<file path="src/rtl/run_monitor_pkg.sv">
// run_monitor_pkg: shared FSM state encoding and default parameter constants
// for the run_monitor block and its interface.
package run_monitor_pkg;

    typedef enum logic [2:0] {
        ST_IDLE    = 3'd0,
        ST_RUN     = 3'd1,
        ST_DRAIN   = 3'd2,
        ST_DONE    = 3'd3,
        ST_TIMEOUT = 3'd4
    } state_e;

    localparam int unsigned DEF_NUM_CORES      = 1;
    localparam int unsigned DEF_CNT_W          = 32;
    localparam int unsigned DEF_DRAIN_CYCLES   = 4;
    localparam int unsigned DEF_TIMEOUT_CYCLES = 100000;
    localparam int unsigned DEF_HALT_ALL       = 1;

endpackage

</file>
<file path="src/rtl/run_monitor_if.sv">
// run_monitor_if: control/status bundle between a run controller (master)
// and the run monitor (slave).
//   start, clear          : run request / return-to-idle request
//   halt_in, retire_in    : per-core halt level and retire pulse
//   core_rstn             : active-low reset to the cores
//   exit, timed_out       : run finished / finished by watchdog
//   halted_mask           : sticky per-core halt record
//   cycle_count, retire_count : run statistics
interface run_monitor_if
    import run_monitor_pkg::*;
#(
    parameter int unsigned NUM_CORES = DEF_NUM_CORES,
    parameter int unsigned CNT_W     = DEF_CNT_W
) ();

    logic                 start;
    logic                 clear;
    logic [NUM_CORES-1:0] halt_in;
    logic [NUM_CORES-1:0] retire_in;
    logic                 core_rstn;
    logic                 exit;
    logic                 timed_out;
    logic [NUM_CORES-1:0] halted_mask;
    logic [CNT_W-1:0]     cycle_count;
    logic [CNT_W-1:0]     retire_count;

    modport master (
        output start, clear, halt_in, retire_in,
        input  core_rstn, exit, timed_out, halted_mask, cycle_count, retire_count
    );

    modport slave (
        input  start, clear, halt_in, retire_in,
        output core_rstn, exit, timed_out, halted_mask, cycle_count, retire_count
    );

endinterface

</file>
<file path="src/rtl/run_monitor_popcount.sv">
// popcount_n: number of set bits in a NUM_CORES-wide vector.
//   bits_i  : input vector
//   count_o : population count, $clog2(NUM_CORES+1) bits
module popcount_n #(
    parameter int unsigned NUM_CORES = 1
) (
    input  logic [NUM_CORES-1:0]         bits_i,
    output logic [$clog2(NUM_CORES+1)-1:0] count_o
);

    localparam int unsigned OW = $clog2(NUM_CORES + 1);

    always_comb begin
        count_o = '0;
        for (int unsigned i = 0; i < NUM_CORES; i++) begin
            count_o = count_o + OW'(bits_i[i]);
        end
    end

endmodule

</file>
<file path="src/rtl/run_monitor.sv">
// run_monitor: sequences a test run of NUM_CORES cores. Releases core reset on
// start, waits for the halt condition (all or any core halted), allows a
// fixed pipeline-drain period, then reports exit. A watchdog ends the run
// with timed_out if the halt condition never arrives.
//   clk, rstn : system clock, asynchronous active-low reset
//   bus       : run_monitor_if slave modport (control in, status out)
module run_monitor
    import run_monitor_pkg::*;
#(
    parameter int unsigned NUM_CORES      = DEF_NUM_CORES,
    parameter int unsigned CNT_W          = DEF_CNT_W,
    parameter int unsigned DRAIN_CYCLES   = DEF_DRAIN_CYCLES,
    parameter int unsigned TIMEOUT_CYCLES = DEF_TIMEOUT_CYCLES,
    parameter int unsigned HALT_ALL       = DEF_HALT_ALL
) (
    input  logic         clk,
    input  logic         rstn,
    run_monitor_if.slave bus
);

    localparam int unsigned PCW = $clog2(NUM_CORES + 1);
    localparam int unsigned SW  = CNT_W + 1;
    // Drain counter is loaded with DRAIN_CYCLES-1 and exits DRAIN at zero.
    localparam logic [7:0]  DRAIN_LOAD = (DRAIN_CYCLES == 0) ? 8'd0 : 8'(DRAIN_CYCLES - 1);
    // Compared at 64 bits so a narrow counter cannot alias a large limit.
    localparam logic [63:0] TO_LAST = 64'(TIMEOUT_CYCLES) - 64'd1;

    state_e               state_q, state_d;
    logic [NUM_CORES-1:0] mask_q, mask_d, halt_term;
    logic [CNT_W-1:0]     cycle_q, cycle_d, cycle_inc;
    logic [CNT_W-1:0]     retire_q, retire_d, retire_sat;
    logic [CNT_W:0]       retire_sum;
    logic [7:0]           drain_q, drain_d;
    logic [PCW-1:0]       retire_pop;
    logic                 halt_cond, to_hit;

    popcount_n #(.NUM_CORES(NUM_CORES)) u_pop (
        .bits_i  (bus.retire_in),
        .count_o (retire_pop)
    );

    always_comb begin
        halt_term  = mask_q | bus.halt_in;
        halt_cond  = (HALT_ALL != 0) ? (&halt_term) : (|halt_term);
        to_hit     = (TIMEOUT_CYCLES != 0) && (64'(cycle_q) == TO_LAST);
        cycle_inc  = (cycle_q == '1) ? cycle_q : cycle_q + CNT_W'(1);
        retire_sum = {1'b0, retire_q} + SW'(retire_pop);
        retire_sat = retire_sum[CNT_W] ? '1 : retire_sum[CNT_W-1:0];
    end

    always_comb begin
        state_d  = state_q;
        mask_d   = mask_q;
        cycle_d  = cycle_q;
        retire_d = retire_q;
        drain_d  = drain_q;
        unique case (state_q)
            ST_IDLE: begin
                if (bus.start) begin
                    state_d  = ST_RUN;
                    mask_d   = '0;
                    cycle_d  = '0;
                    retire_d = '0;
                end
            end
            ST_RUN: begin
                cycle_d  = cycle_inc;
                retire_d = retire_sat;
                mask_d   = mask_q | bus.halt_in;
                // Halt takes priority over a coincident watchdog expiry.
                if (halt_cond) begin
                    if (DRAIN_CYCLES == 0) begin
                        state_d = ST_DONE;
                    end else begin
                        state_d = ST_DRAIN;
                        drain_d = DRAIN_LOAD;
                    end
                end else if (to_hit) begin
                    state_d = ST_TIMEOUT;
                end
            end
            ST_DRAIN: begin
                cycle_d  = cycle_inc;
                retire_d = retire_sat;
                if (drain_q == 8'd0) begin
                    state_d = ST_DONE;
                end else begin
                    drain_d = drain_q - 8'd1;
                end
            end
            ST_DONE, ST_TIMEOUT: begin
                if (bus.clear) begin
                    state_d = ST_IDLE;
                end
            end
            default: state_d = ST_IDLE;
        endcase
    end

    always_ff @(posedge clk or negedge rstn) begin
        if (!rstn) begin
            state_q  <= ST_IDLE;
            mask_q   <= '0;
            cycle_q  <= '0;
            retire_q <= '0;
            drain_q  <= '0;
        end else begin
            state_q  <= state_d;
            mask_q   <= mask_d;
            cycle_q  <= cycle_d;
            retire_q <= retire_d;
            drain_q  <= drain_d;
        end
    end

    assign bus.core_rstn    = (state_q == ST_RUN) || (state_q == ST_DRAIN);
    assign bus.exit         = (state_q == ST_DONE) || (state_q == ST_TIMEOUT);
    assign bus.timed_out    = (state_q == ST_TIMEOUT);
    assign bus.halted_mask  = mask_q;
    assign bus.cycle_count  = cycle_q;
    assign bus.retire_count = retire_q;

endmodule

</file>
<file path="src/flat_wrapper.sv">
// flat-port wrapper written by rule: the top's interface ports become plain ports
module run_monitor_flat import run_monitor_pkg::*;
#(
    parameter int unsigned NUM_CORES      = DEF_NUM_CORES,
    parameter int unsigned CNT_W          = DEF_CNT_W,
    parameter int unsigned DRAIN_CYCLES   = DEF_DRAIN_CYCLES,
    parameter int unsigned TIMEOUT_CYCLES = DEF_TIMEOUT_CYCLES,
    parameter int unsigned HALT_ALL       = DEF_HALT_ALL
)
  (clk, rstn, bus_start, bus_clear, bus_halt_in, bus_retire_in, bus_core_rstn, bus_exit, bus_timed_out, bus_halted_mask, bus_cycle_count, bus_retire_count);
  run_monitor_if #(.NUM_CORES(NUM_CORES), .CNT_W(CNT_W)) bus_i ();
  input  logic clk;
  input  logic rstn;
  input wire logic [$bits(bus_i.start)-1:0] bus_start;
  input wire logic [$bits(bus_i.clear)-1:0] bus_clear;
  input wire logic [$bits(bus_i.halt_in)-1:0] bus_halt_in;
  input wire logic [$bits(bus_i.retire_in)-1:0] bus_retire_in;
  output wire logic [$bits(bus_i.core_rstn)-1:0] bus_core_rstn;
  output wire logic [$bits(bus_i.exit)-1:0] bus_exit;
  output wire logic [$bits(bus_i.timed_out)-1:0] bus_timed_out;
  output wire logic [$bits(bus_i.halted_mask)-1:0] bus_halted_mask;
  output wire logic [$bits(bus_i.cycle_count)-1:0] bus_cycle_count;
  output wire logic [$bits(bus_i.retire_count)-1:0] bus_retire_count;
  assign bus_i.start = bus_start;
  assign bus_i.clear = bus_clear;
  assign bus_i.halt_in = bus_halt_in;
  assign bus_i.retire_in = bus_retire_in;
  assign bus_core_rstn = bus_i.core_rstn;
  assign bus_exit = bus_i.exit;
  assign bus_timed_out = bus_i.timed_out;
  assign bus_halted_mask = bus_i.halted_mask;
  assign bus_cycle_count = bus_i.cycle_count;
  assign bus_retire_count = bus_i.retire_count;
  run_monitor #(.NUM_CORES(NUM_CORES), .CNT_W(CNT_W), .DRAIN_CYCLES(DRAIN_CYCLES), .TIMEOUT_CYCLES(TIMEOUT_CYCLES), .HALT_ALL(HALT_ALL)) u_core (.clk(clk), .rstn(rstn), .bus(bus_i));
endmodule
</file>
<file path="config.mk">
export PLATFORM = sky130hd
export DESIGN_NAME = run_monitor_flat
export DESIGN_NICKNAME = d
export VERILOG_FILES = /design/src/rtl/run_monitor_pkg.sv /design/src/rtl/run_monitor_if.sv /design/src/rtl/run_monitor_popcount.sv /design/src/rtl/run_monitor.sv /design/src/flat_wrapper.sv
export SDC_FILE = /design/constraint.sdc
export NUM_CORES = 1
export LEC_CHECK = 0
export ABC_AREA = 1
export BUFFER_PORTS_ARGS = -buffer_cell sky130_fd_sc_hd__buf_2
export CELL_PAD_IN_SITES_DETAIL_PLACEMENT = 1
export CELL_PAD_IN_SITES_GLOBAL_PLACEMENT = 1
export CORE_AREA = 5 5 118 120
export CTS_BUF_LIST = sky130_fd_sc_hd__clkbuf_16
export CTS_CLUSTER_SIZE = 14
export DETAILED_ROUTE_END_ITERATION = 8
export DIE_AREA = 0 0 123 125
export GPL_TIMING_DRIVEN = 0
export PLACE_DENSITY = 0.9
export SKIP_LAST_GASP = 1
export SYNTH_ARGS = -nofsm -noshare
export SYNTH_HDL_FRONTEND = slang
export SYNTH_SLANG_ARGS = --single-unit
</file>
<file path="constraint.sdc">
create_clock -name clk -period 2.6 [get_ports clk]
set_clock_uncertainty 0.2 [all_clocks]
set_input_delay 0.26 -clock clk [delete_from_list [all_inputs] [get_ports clk]]
set_output_delay 0.26 -clock clk [all_outputs]
set_load 0.01 [all_outputs]
</file>
# == Yosys cells after proc, flatten, opt, wreduce, memory -nomap -nowiden ==
# Cells that the tools add are included.
# totals
wordCells,52
register_bits,76
out_inout_bits,68
in_bits,6
# classes
n_reduce_logical,14
n_bitwise,1
n_addsub,3
eq_ne,13
n_mux,16
# ops
operator,n
32-bit one-hot mux with 2 select lines,2
32-bit 2-to-1 mux,3
32-bit by 1-bit adder with 33-bit output,1
32-bit by 1-bit adder with 32-bit output (second input constant),1
32-bit by 17-bit == test with 1-bit output (second input constant),1
32-bit == test (second input constant),1
8-bit 2-to-1 mux,2
8-bit one-hot mux with 2 select lines,1
3-bit 2-to-1 mux,5
3-bit one-hot mux with 4 select lines,1
8-bit zero test,1
2-bit != test (second input constant),4
8-bit by 1-bit subtractor with 8-bit output (second input constant),1
3-bit by 2-bit == test with 1-bit output (second input constant),2
3-bit AND reduction,2
2-bit nonzero test,3
2-bit by 1-bit != test with 1-bit output (second input constant),2
2-bit AND reduction,2
4-bit AND reduction,1
2-bit OR reduction,2
3-bit by 1-bit == test with 1-bit output (second input constant),1
3-bit == test (second input constant),1
3-bit zero test,1
3-bit by 1-bit != test with 1-bit output (second input constant),1
other kinds (4),5

# == Longest topological paths before layout ==
# Gate-level depths: netlist (run 1).
# logic_depth
ltp_word,4
depth_mapped,11
ltp_nobuf,11

# == By module ==
# From an unflattened synthesis (run 1), not the netlist that was laid out.
# unflattened
cells_unflattened,823
area_unflattened_um2,5262.5
# modules_own_cells
mod,seq_area_each_um2,area_per_inst_um2,n_inst,cells_per_inst
run_monitor,1901.8,5255.0,1,822
popcount_n,0.0,7.5,1,1

# == Worst setup path before layout (run 1) ==
# No wires, ideal clock.
# synth_path
kind,register -> register
from,"reg u_core.cycle_q[0], in the netlist u_core.bus.cycle_count[0]"
to,"reg u_core.cycle_q[7], in the netlist u_core.bus.cycle_count[7]"
n_path_buf,2
required_ns,2.279
arrival_time_ns,1.705
synth_period_minus_slack_ns,2.026
stages_incl_launch_ff,11
setup_time_ns,0.121
setup_slack_ns,0.574
cell_sequence,dfrtp_1 > ha_1 > nand2_1 > nor2_2 > nand2_2 > nor2_4 > nand2_2 > o21ai_2 > buf_6 > buf_6 > o21ai_1
# synth_via
elab_chain_cells,3
word_cells_on_any_way,6
classes_between,add/sub (1); eq/ne (2); mux (2); reduce/logical (1)
# synth_lines
item,line_no,source
"start, declared",run_monitor.sv:30,"logic [CNT_W-1:0] cycle_q, cycle_d, cycle_inc;"
"start signal, assigned",run_monitor.sv:110,cycle_q <= cycle_d;
32-bit by 1-bit adder with 32-bit output / 32-bit == test (equally long branches),run_monitor.sv:46,cycle_inc = (cycle_q == '1) ? cycle_q : cycle_q + CNT_W'(1);
32-bit 2-to-1 mux / 2-bit != test (equally long branches),--,
32-bit one-hot mux with 2 select lines / 3-bit AND reduction (equally long branches),--,
# Several ways; a longest one is shown, not always the timed one. The select of a mux whose other input is x is not followed.
# A chain may end at the register's enable or synchronous reset.

# == Final worst setup path (run 1) ==
# Same ends and word-level chain as after synthesis.

==> Flow_metrics.wiki, run 1 <==
{| class="wikitable"
! Metric !! Value
|-
| Run status || finished clean
|-
| M1 GR Usage || 29.8%
|-
| Fraction of power consumed by combinational cells || between 30% and 40%
|-
| Effective utilization at floorplan || 39.4%
|-
| Proportion of power drawn by flip-flops and latches || approximately 33%
|-
| Complex-gate fraction of the synthesized area || roughly 6.7%
|-
| IO Count || between 70 and 80
|-
| Library cell with the largest summed area after synthesis || sky130_fd_sc_hd__dfrtp_1
|-
| Worst min-delay path category || in -> reg
|-
| Core Region || approximately 13000 µm²
|-
| Stage delay of the slowest cell on the critical path || approximately 0.52 ns
|-
| Total Neg Setup Slack || 0 ns
|-
| Slew at the pin closest to its max-slew limit || ~0.65 ns
|-
| Number of inserted diodes || 0
|-
| End-of-flow core utilization || 46.6%
|-
| Avg Synthesized Cell Area || 6.39 µm²
|-
| # clock sinks || between 70 and 80
|-
| NetSw || approximately 0.0017 W
|-
| Die span in x || 123 µm
|-
| Gate Count Post-Synth || between 700 and 800
|-
| Number of warnings printed during yosys synthesis || 0
|-
| Clock latency of the later-clocked register in the worst-skew pair || about 0.35 ns
|-
| CTS tree || built
|-
| Count of final max-slew check failures || 0
|-
| Number of register bits inferred by synthesis || 76
|-
| Max rail drop VDD || ~0.00035 V
|-
| RR Startpoint || u_core.bus.cycle_count[0]
|-
| Register area share after synthesis || between 30% and 40%
|-
| Placed wire-length estimate || ~13000 µm
|-
| Power, Total || just over 0.004 W
|-
| Number of buffers on the longest clock path || 2
|-
| Total wire length || roughly 17000 µm
|-
| Fraction of layout instances using a drive strength above 1 || 12.4%
|-
| Antenna violations before repair || 0
|-
| DIE AREA || roughly 15000 µm²
|-
| Detailed-route wire length per cell || ~16 µm
|-
| Routed vias/inst || around 5.2
|-
| Sort of element at the start of the critical path || register
|-
| Pre-Repair DR Iteration Count || 5
|-
| Total placed instance area || between 5000 and 6000 µm²
|-
| Total of max-cap violations || 0
|-
| Hold path startpoint || bus_start
|-
| Total number of placement rows || 42
|-
| Area growth from synthesis to layout || 18.3%
|-
| Post-synth net total || between 800 and 900
|-
| Number of placed instances with taps included || around 1000
|-
| Pwr/cell area || 692 nW/µm²
|-
| Top area cells in the synthesized netlist || sky130_fd_sc_hd__dfrtp_1 38%, sky130_fd_sc_hd__nand2_1 25%, sky130_fd_sc_hd__nor2_1 8.9%
|-
| CTS buffer count || 9
|-
| Count of input and output buffers || 73
|-
| Antenna violation net count after detailed routing || 0
|-
| Global-route wire length before repair || between 20000 and 30000 µm
|-
| Final count of negative-setup-slack endpoints || 0
|-
| Share of the clock period used by the worst path after layout || a little over nine tenths
|-
| Met3 global-route usage || under 10%
|-
| Global-route met2 utilization || about two fifths
|-
| Worst rel slew slack || approximately 56%
|-
| Crit Path Max Fanout || 10
|-
| Routability congestion estimate from global placement || between 0.8 and 0.9
|-
| P_int || approximately 0.0024 W
|-
| Critical setup path kind || reg -> reg
|-
| Yosys cell types || 30
|-
| Number of cells in the finished layout apart from fillers || between 1000 and 1500
|-
| Clock group share of total power || 30.0%
|-
| Post-synthesis instance area || between 5000 and 6000 µm²
|-
| Pin count of the biggest net entering global routing || between 40 and 50
|-
| Total routing resource utilization after global routing || a little under a quarter
|-
| Clock-pin slew reported for the worst setup and hold paths after clock tree synthesis || around 0.06 ns
|-
| Net count of the finished layout || 891
|-
| Fin crit period || between 2 and 2.5 ns
|-
| Die span in y || 125 µm
|-
| Vias in the first global route || slightly below 6000
|-
| Multiplexer share of the synthesized area || 0%
|-
| Fmax || approximately 0.41 GHz
|-
| CP arrival || 2.46 ns
|-
| Synthesized-area fraction occupied by xor and xnor cells || under 10%
|-
| Sw Share || between 40% and 50%
|-
| Share of Yosys cell area claimed by the top area cell type || 37.5%
|-
| Post-route DRC violation count || 0
|-
| Post-cts repair resize count || 0
|-
| Vias || 5490
|-
| RSZ-0062 raised after global routing || no
|-
| Count of H-tree levels built during CTS || 3
|-
| Count of buffering cells on the critical path with inverters included || 2
|-
| Area share of fa/ha/maj cells after synthesis || under 10%
|-
| Overflow left after global routing || 0
|-
| Critical Path, Cell by Cell || ha_1, nand2_1, nor2_2, nand2_2, nor2_4, nand2_2, o21ai_2, buf_6, buf_6, o21ai_1
|-
| Initial detailed-routing violation count || around 300
|-
| Root buffer selected by CTS || sky130_fd_sc_hd__clkbuf_16
|-
| Worst path slowest cell || sky130_fd_sc_hd__dfrtp_1
|-
| Simple logic cell fraction of the synthesized area || about 44%
|-
| Area of all placed cells without fillers || 6000 µm²
|-
| Beginning of the critical path || u_core.bus.cycle_count[0]
|-
| Kind of capture point of the worst setup path || register
|-
| Dominant combinational cell family by area after synthesis || simple AND/OR/NAND/NOR gates
|-
| Top Usage Layer GRT || met2
|-
| Total leakage power || between 2 and 3 nW
|-
| Fin. Hold Viols || 0
|-
| Cell family with the largest share of critical-path delay || simple AND/OR/NAND/NOR gates
|-
| Critical path data required time || between 2 and 3 ns
|}
-- tightest hold or removal path, delay by kind of cell --
family | cells | cell delay, ns
compound gates | 1 | 0.12
buf+inv | 1 | 0.09
simple gates | 1 | 0.07
-- cell families (layout without fill, tap and decap cells) --
logic type                 after synthesis  count (layout)
adders and majority gates                5               5
DFF                                     76              76
AOI/OAI and AO/OA                       63              63
xor gates and xnor gates                23              23
and+or+nand+nor                        547             547
buffers and inverters                   80             171
-- timing repair --
action / CTS / global route
pin swaps: 0 / 0
hold buffers: 1 / 0
buffers inserted: 0 / 1
endpoints found under the hold margin: 33 / 0
setup endpoints to repair: 1 / 3
-- cell usage after synthesis (all sizes together) --
library cell    n
nor2          125
nand3          62
dfrtp          76
o21ai          56
and2            1
nand2         335
a21o            1
buf             8
a21oi           3
a22oi           1
xnor2           2
or2             1
inv            66
xor2           21
nor3            4
o2bb2ai         1
nand4           5
ha              5
nand3b         14
clkbuf          6
a21boi          1
-- metrics by stage --
| stage | hold slack (ns) | worst slack [ns] |
|---|---|---|
| 3_3_place_gp | 0.307 | 0.195 |
| 6_report | 0.0381 | 0.158 |
| 3_5_place_dp | 0.0489 | 0.155 |
| 2_1_floorplan | -0.236 | 0.574 |
| 5_1_grt | 0.0535 | 0.00222 |
| 4_1_cts | 0.0337 | 0.148 |
-- flip-flops by register name, summed over array words and instances, names as in the netlist --
signal and flops:
u_core.bus.cycle_count 32, u_core.bus.retire_count 32, u_core.drain_q 8, u_core.bus.halted_mask 1
u_core.state_q 3
-- power groups by stage --
| stage | Clock, W | Combinational (W) | Sequential [W] |
|---|---|---|---|
| 2_1_floorplan | 0 | 0.000893 | 0.00140 |
| 4_1_cts | 0.00126 | 0.00147 | 0.00139 |
| 6_report | 0.00125 | 0.00152 | 0.00139 |
| 5_1_grt | 0.00131 | 0.00167 | 0.00140 |
| 3_5_place_dp | 0 | 0.00146 | 0.00141 |
| 3_3_place_gp | 0 | 0.00143 | 0.00140 |
-- layer usage --
metal	wire, µm	vias up
met2	8400	143
li1	-	2659
met5	0	-
met3	878	28
met1	7550	2660
met4	363	0
-- area by class of cell --
cell class	instances	area (µm²)
inverter	66	248
clock buffer	9	225
buffer	13	73.8
multi-input combinational	638	2840
fill	1764	6880
sequential	76	1900
timing repair buffer	76	425
tap	176	220
clock inverter	7	58.8
-- path summary, 6_finish.rpt --
kind | slack, ns | end | depth (start not counted)
worst min-delay path | 0.04 | u_core.bus.halted_mask | 3
worst min register to register | 0.33 | u_core.bus.retire_count[0] | 2
min in group asynchronous | 0.22 | u_core.bus.cycle_count[7] | 2
worst max register to register | 0.16 | u_core.bus.cycle_count[7] | 10
max in group asynchronous | 1.37 | u_core.bus.cycle_count[31] | 3
worst max-delay path | 0.16 | u_core.bus.cycle_count[7] | 10
-- placed cells by master, fill, tap and decap left out, drive strengths merged, types with 5 or more instances in the layout --
| cell type | instances |
|---|---|
| clkinv | 5 |
| xor2 | 21 |
| nand2 | 335 |
| ha | 5 |
| nor2 | 125 |
| buf | 83 |
| nand4 | 5 |
| dfrtp | 76 |
| nand3b | 14 |
| o21ai | 56 |
| inv | 67 |
| nand3 | 62 |
| clkbuf | 14 |
Power figures use the tool's default switching activity.
==> run 2: changes to the inputs <==
ABC_AREA = unset   (was 1)
CORE_AREA = 5 5 110 112   (was 5 5 118 120)
CTS_CLUSTER_DIAMETER = 150   (was unset)
DIE_AREA = 0 0 115 117   (was 0 0 123 125)
PLACE_DENSITY = 0.89   (was 0.9)
==> run 2 against run 1 <==
Against the previous run: the flow now finishes with violations (negative setup slack); sequential share of layout area rose by 0.93 points; global-route usage rose by 3.9 points; power rose by 39%; register-to-register slack got worse by 0.16 ns; critical path depth fell by 3; fmax fell by 6.3%; flip-flop and latch count did not move; clock power rose by 15%; critical endpoint is now u_core.bus.retire_count[21].
==> Flow_metrics.wiki, run 2 <==
{| class="wikitable"
! Metric !! Value
|-
| Run status || finished with violations (was finished clean)
|-
| Failing checks || negative setup slack
|-
| Top cells by count, synth || 76 x sky130_fd_sc_hd__dfrtp_1, 57 x sky130_fd_sc_hd__nand2_1, 46 x sky130_fd_sc_hd__o21ai_0, 41 x sky130_fd_sc_hd__nor2_1, 38 x sky130_fd_sc_hd__nand3_1 (was 331 x sky130_fd_sc_hd__nand2_1, 120 x sky130_fd_sc_hd__nor2_1, 76 x sky130_fd_sc_hd__dfrtp_1, 63 x sky130_fd_sc_hd__inv_1, 62 x sky130_fd_sc_hd__nand3_1)
|-
| Worst rel slew slack || 46.9% (was 56.3%)
|-
| Sw Share || 47.0% (was 41.8%)
|-
| Post-route DRC violation count || 0 (unchanged)
|-
| Area growth from synthesis to layout || 26.8% (was 18.3%)
|-
| Die span in y || 117 µm (was 125 µm)
|-
| Number of register bits inferred by synthesis || 76 (unchanged)
|-
| Post-synth net total || 553 (was 805)
|-
| Number of inserted diodes || 0 (unchanged)
|-
| Total leakage power || 2.80 nW (was 2.96 nW)
|-
| Root buffer selected by CTS || sky130_fd_sc_hd__clkbuf_16 (unchanged)
|-
| Avg Synthesized Cell Area || 8.50 µm² (was 6.39 µm²)
|-
| Sort of element at the start of the critical path || register (unchanged)
|-
| Net count of the finished layout || 650 (was 891)
|-
| Fraction of layout instances using a drive strength above 1 || 23.1% (was 12.4%)
|-
| Total placed instance area || 5210 µm² (was 5690 µm²)
|-
| Global-route wire length before repair || 28700 µm (about the same)
|-
| # clock sinks || 76 (unchanged)
|-
| Worst min-delay path category || in -> reg (unchanged)
|-
| Number of buffers on the longest clock path || 2 (unchanged)
|-
| Routability congestion estimate from global placement || 0.897 (was 0.882)
|-
| Number of cells in the finished layout apart from fillers || 787 (was 1061)
|-
| Pre-CTS setup slack || -0.645 ns (was 0.155 ns)
|-
| Total routing resource utilization after global routing || 27.1% (was 23.2%)
|-
| Fraction of power consumed by combinational cells || 47.1% (was 36.6%)
|-
| Main synth FF type || sky130_fd_sc_hd__dfrtp_1 (unchanged)
|-
| P_int || 0.00306 W (was 0.00242 W)
|-
| RSZ-0062 raised after global routing || yes (was no)
|-
| Yosys cell types || 59 (was 30)
|-
| Placed wire-length estimate || 11900 µm (was 13000 µm)
|-
| Vias || 5333 (was 5490)
|-
| Clock group share of total power || 25.0% (was 30.0%)
|-
| Share of Yosys cell area claimed by the top area cell type || 41.3% (was 37.5%)
|-
| Area of all placed cells without fillers || 5840 µm² (was 6000 µm²)
|-
| Fin. Hold Viols || 0 (unchanged)
|-
| Clock-pin slew reported for the worst setup and hold paths after clock tree synthesis || 0.06 ns (about the same)
|-
| Initial detailed-routing violation count || 560 (was 304)
|-
| Clock latency of the later-clocked register in the worst-skew pair || 0.35 ns (about the same)
|-
| Number of placed instances with taps included || 759 (was 1044)
|-
| Total wire length || 18600 µm (was 17200 µm)
|-
| IO Count || 74 (unchanged)
|-
| Max rail drop VDD || 0.000438 V (was 0.000355 V)
|-
| CTS buffer count || 9 (unchanged)
|-
| Core Region || 11100 µm² (was 12900 µm²)
|-
| Total number of placement rows || 39 (was 42)
|-
| Slew at the pin closest to its max-slew limit || 0.797 ns (was 0.653 ns)
|-
| Highest-count cells in the layout ignoring fill and taps || 74 x sky130_fd_sc_hd__buf_2, 73 x sky130_fd_sc_hd__dfrtp_1, 56 x sky130_fd_sc_hd__nand2_1 (was 331 x sky130_fd_sc_hd__nand2_1, 120 x sky130_fd_sc_hd__nor2_1, 77 x sky130_fd_sc_hd__buf_2)
|-
| Fin crit period || 2.61 ns (was 2.44 ns)
|-
| Critical path data required time || 2.65 ns (was 2.62 ns)
|-
| Pin count of the biggest net entering global routing || 62 (was 44)
|-
| Proportion of power drawn by flip-flops and latches || 28.0% (was 33.4%)
|-
| Number of enable-type register cells in the synthesized netlist || 0 (unchanged)
|-
| Crit Path Max Fanout || 8 (was 10)
|-
| Detailed-route wire length per cell || 23.6 µm (was 16.2 µm)
|-
| Post-synthesis instance area || 4610 µm² (was 5070 µm²)
|-
| Final Worst Setup Slack || -0.00590 ns (was 0.158 ns)
|-
| Register area share after synthesis || 41.3% (was 37.5%)
|-
| Effective utilization at floorplan || 41.4% (was 39.4%)
|-
| CP arrival || 2.66 ns (was 2.46 ns)
|-
| Share of the clock period used by the worst path after layout || 100% (was 93.9%)
|-
| Vias in the first global route || 5414 (was 5763)
|-
| Most frequent cell after synthesis || sky130_fd_sc_hd__dfrtp_1 (was sky130_fd_sc_hd__nand2_1)
|-
| Top area cells in the synthesized netlist || sky130_fd_sc_hd__dfrtp_1 41%, sky130_fd_sc_hd__o21ai_0 5.0%, sky130_fd_sc_hd__nand2_1 4.6% (was sky130_fd_sc_hd__dfrtp_1 38%, sky130_fd_sc_hd__nand2_1 25%, sky130_fd_sc_hd__nor2_1 8.9%)
|-
| Antenna violations before repair || 0 (unchanged)
|-
| Count of H-tree levels built during CTS || 3 (unchanged)
|-
| Number of warnings printed during yosys synthesis || 0 (unchanged)
|-
| Antenna violation net count after detailed routing || 0 (unchanged)
|-
| Count of input and output buffers || 73 (unchanged)
|-
| DIE AREA || 13500 µm² (was 15400 µm²)
|-
| Kind of capture point of the worst setup path || register (unchanged)
|-
| Critical setup path kind || reg -> reg (unchanged)
|-
| Most common library cell in the layout ignoring fill and taps || sky130_fd_sc_hd__buf_2 (was sky130_fd_sc_hd__nand2_1)
|-
| Power, Total || 0.00577 W (was 0.00415 W)
|-
| Fmax || 0.384 GHz (was 0.409 GHz)
|-
| Count of final max-slew check failures || 0 (unchanged)
|-
| Pre-Repair DR Iteration Count || 5 (unchanged)
|-
| Die span in x || 115 µm (was 123 µm)
|-
| Gate Count Post-Synth || 542 (was 794)
|-
| Final count of negative-setup-slack endpoints || 1 (was 0)
|-
| Library cell with the largest summed area after synthesis || sky130_fd_sc_hd__dfrtp_1 (unchanged)
|-
| Routed vias/inst || 6.78 (was 5.17)
|-
| Post-synth ARST share || 100% (unchanged)
|-
| Overflow left after global routing || 0 (unchanged)
|-
| NetSw || 0.00271 W (was 0.00173 W)
|-
| CTS tree || built (unchanged)
|-
| Total of max-cap violations || 0 (unchanged)
|-
| Pwr/cell area || 988 nW/µm² (was 692 nW/µm²)
|}
## run 2: power by group through the flow
stage	combinational, W	sequential [W]	clock [W]
after detailed placement	0.00253	0.00161	0
final	0.00271	0.00161	0.00144
after global routing	0.00287	0.00164	0.00149
after global placement	0.00242	0.00159	0
after CTS	0.00259	0.00159	0.00144
after floorplan	0.00149	0.00161	0
## run 2: path summary, 6_finish.rpt
kind                                             startpoint                           to  slack (ns)  depth (start not counted)
min in group asynchronous                              rstn   u_core.bus.cycle_count[18]        0.13                          2
max in group asynchronous                              rstn   u_core.bus.cycle_count[12]        1.47                          3
worst min-delay path                            bus_halt_in       u_core.bus.halted_mask        0.03                          3
worst max-delay path            u_core.bus.retire_count[14]  u_core.bus.retire_count[21]      -0.006                          7
worst min register to register            u_core.drain_q[0]            u_core.drain_q[0]        0.34                          1
worst max register to register  u_core.bus.retire_count[14]  u_core.bus.retire_count[21]      -0.006                          7
## run 2: cell families (layout without fill, tap and decap cells)
logic type,count (synthesis),after routing,synth area share [%]
xor gates and xnor gates,7,7,1.33
muxes,1,1,0.217
adders and majority gates,5,5,1.36
AOI/OAI and AO/OA,158,158,23.2
buffers and inverters,45,147,4.24
and+or+nand+nor,250,250,28.3
DFF,76,76,41.3
## run 2: metrics by stage
| step | hold slack, ns | utilization, % | TNS (ns) |
|---|---|---|---|
| 3_5_place_dp | -0.0523 | 46.9 | -19.84 |
| 4_1_cts | 0.0401 | 51.1 | -0.133 |
| 3_3_place_gp | 0.279 | 46.6 | -15.26 |
| 5_1_grt | 0.0570 | 52.5 | -0.326 |
| 6_report | 0.0322 | 52.5 | -0.00590 |
| 2_1_floorplan | -0.236 | - | -0.0126 |
## run 2: critical path, stage by stage, from the launching register on
cell,delay [ns]
sky130_fd_sc_hd__dfrtp_1,0.36
sky130_fd_sc_hd__buf_2,0.21
sky130_fd_sc_hd__nand4_1,0.23
sky130_fd_sc_hd__or3_4,0.41
sky130_fd_sc_hd__or3_4,0.37
sky130_fd_sc_hd__or3_4,0.46
sky130_fd_sc_hd__buf_8,0.17
sky130_fd_sc_hd__o211ai_1,0.09
## run 2: final cells by class
cell class	count	area, µm²
fillers	1389	5290
multi-input cells	421	2660
flip-flops and latches	76	1910
repair buffers	95	589
clock buffers	9	225
well taps	143	179
plain buffers	25	129
clock inverters	7	105
inverters	11	42.5
## run 2: layer usage
metal	up-vias	GRT usage, %	wire length, µm
met3	91	4.52	1450
met4	0	14.4	845
met2	310	45.4	8960
li1	2258	-	-
met5	-	0	0
met1	2674	33.4	7320
## run 2: what timing repair did
| action | in CTS | in global routing |
|---|---|---|
| setup buffers | 12 | 7 |
| hold buffers | 1 | 0 |
| gates cloned | 0 | 1 |
| pin swaps | 5 | 8 |
| gates resized for setup | 14 | 34 |
| endpoints found under the hold margin | 76 | 0 |
| setup endpoints to repair | 63 | 55 |
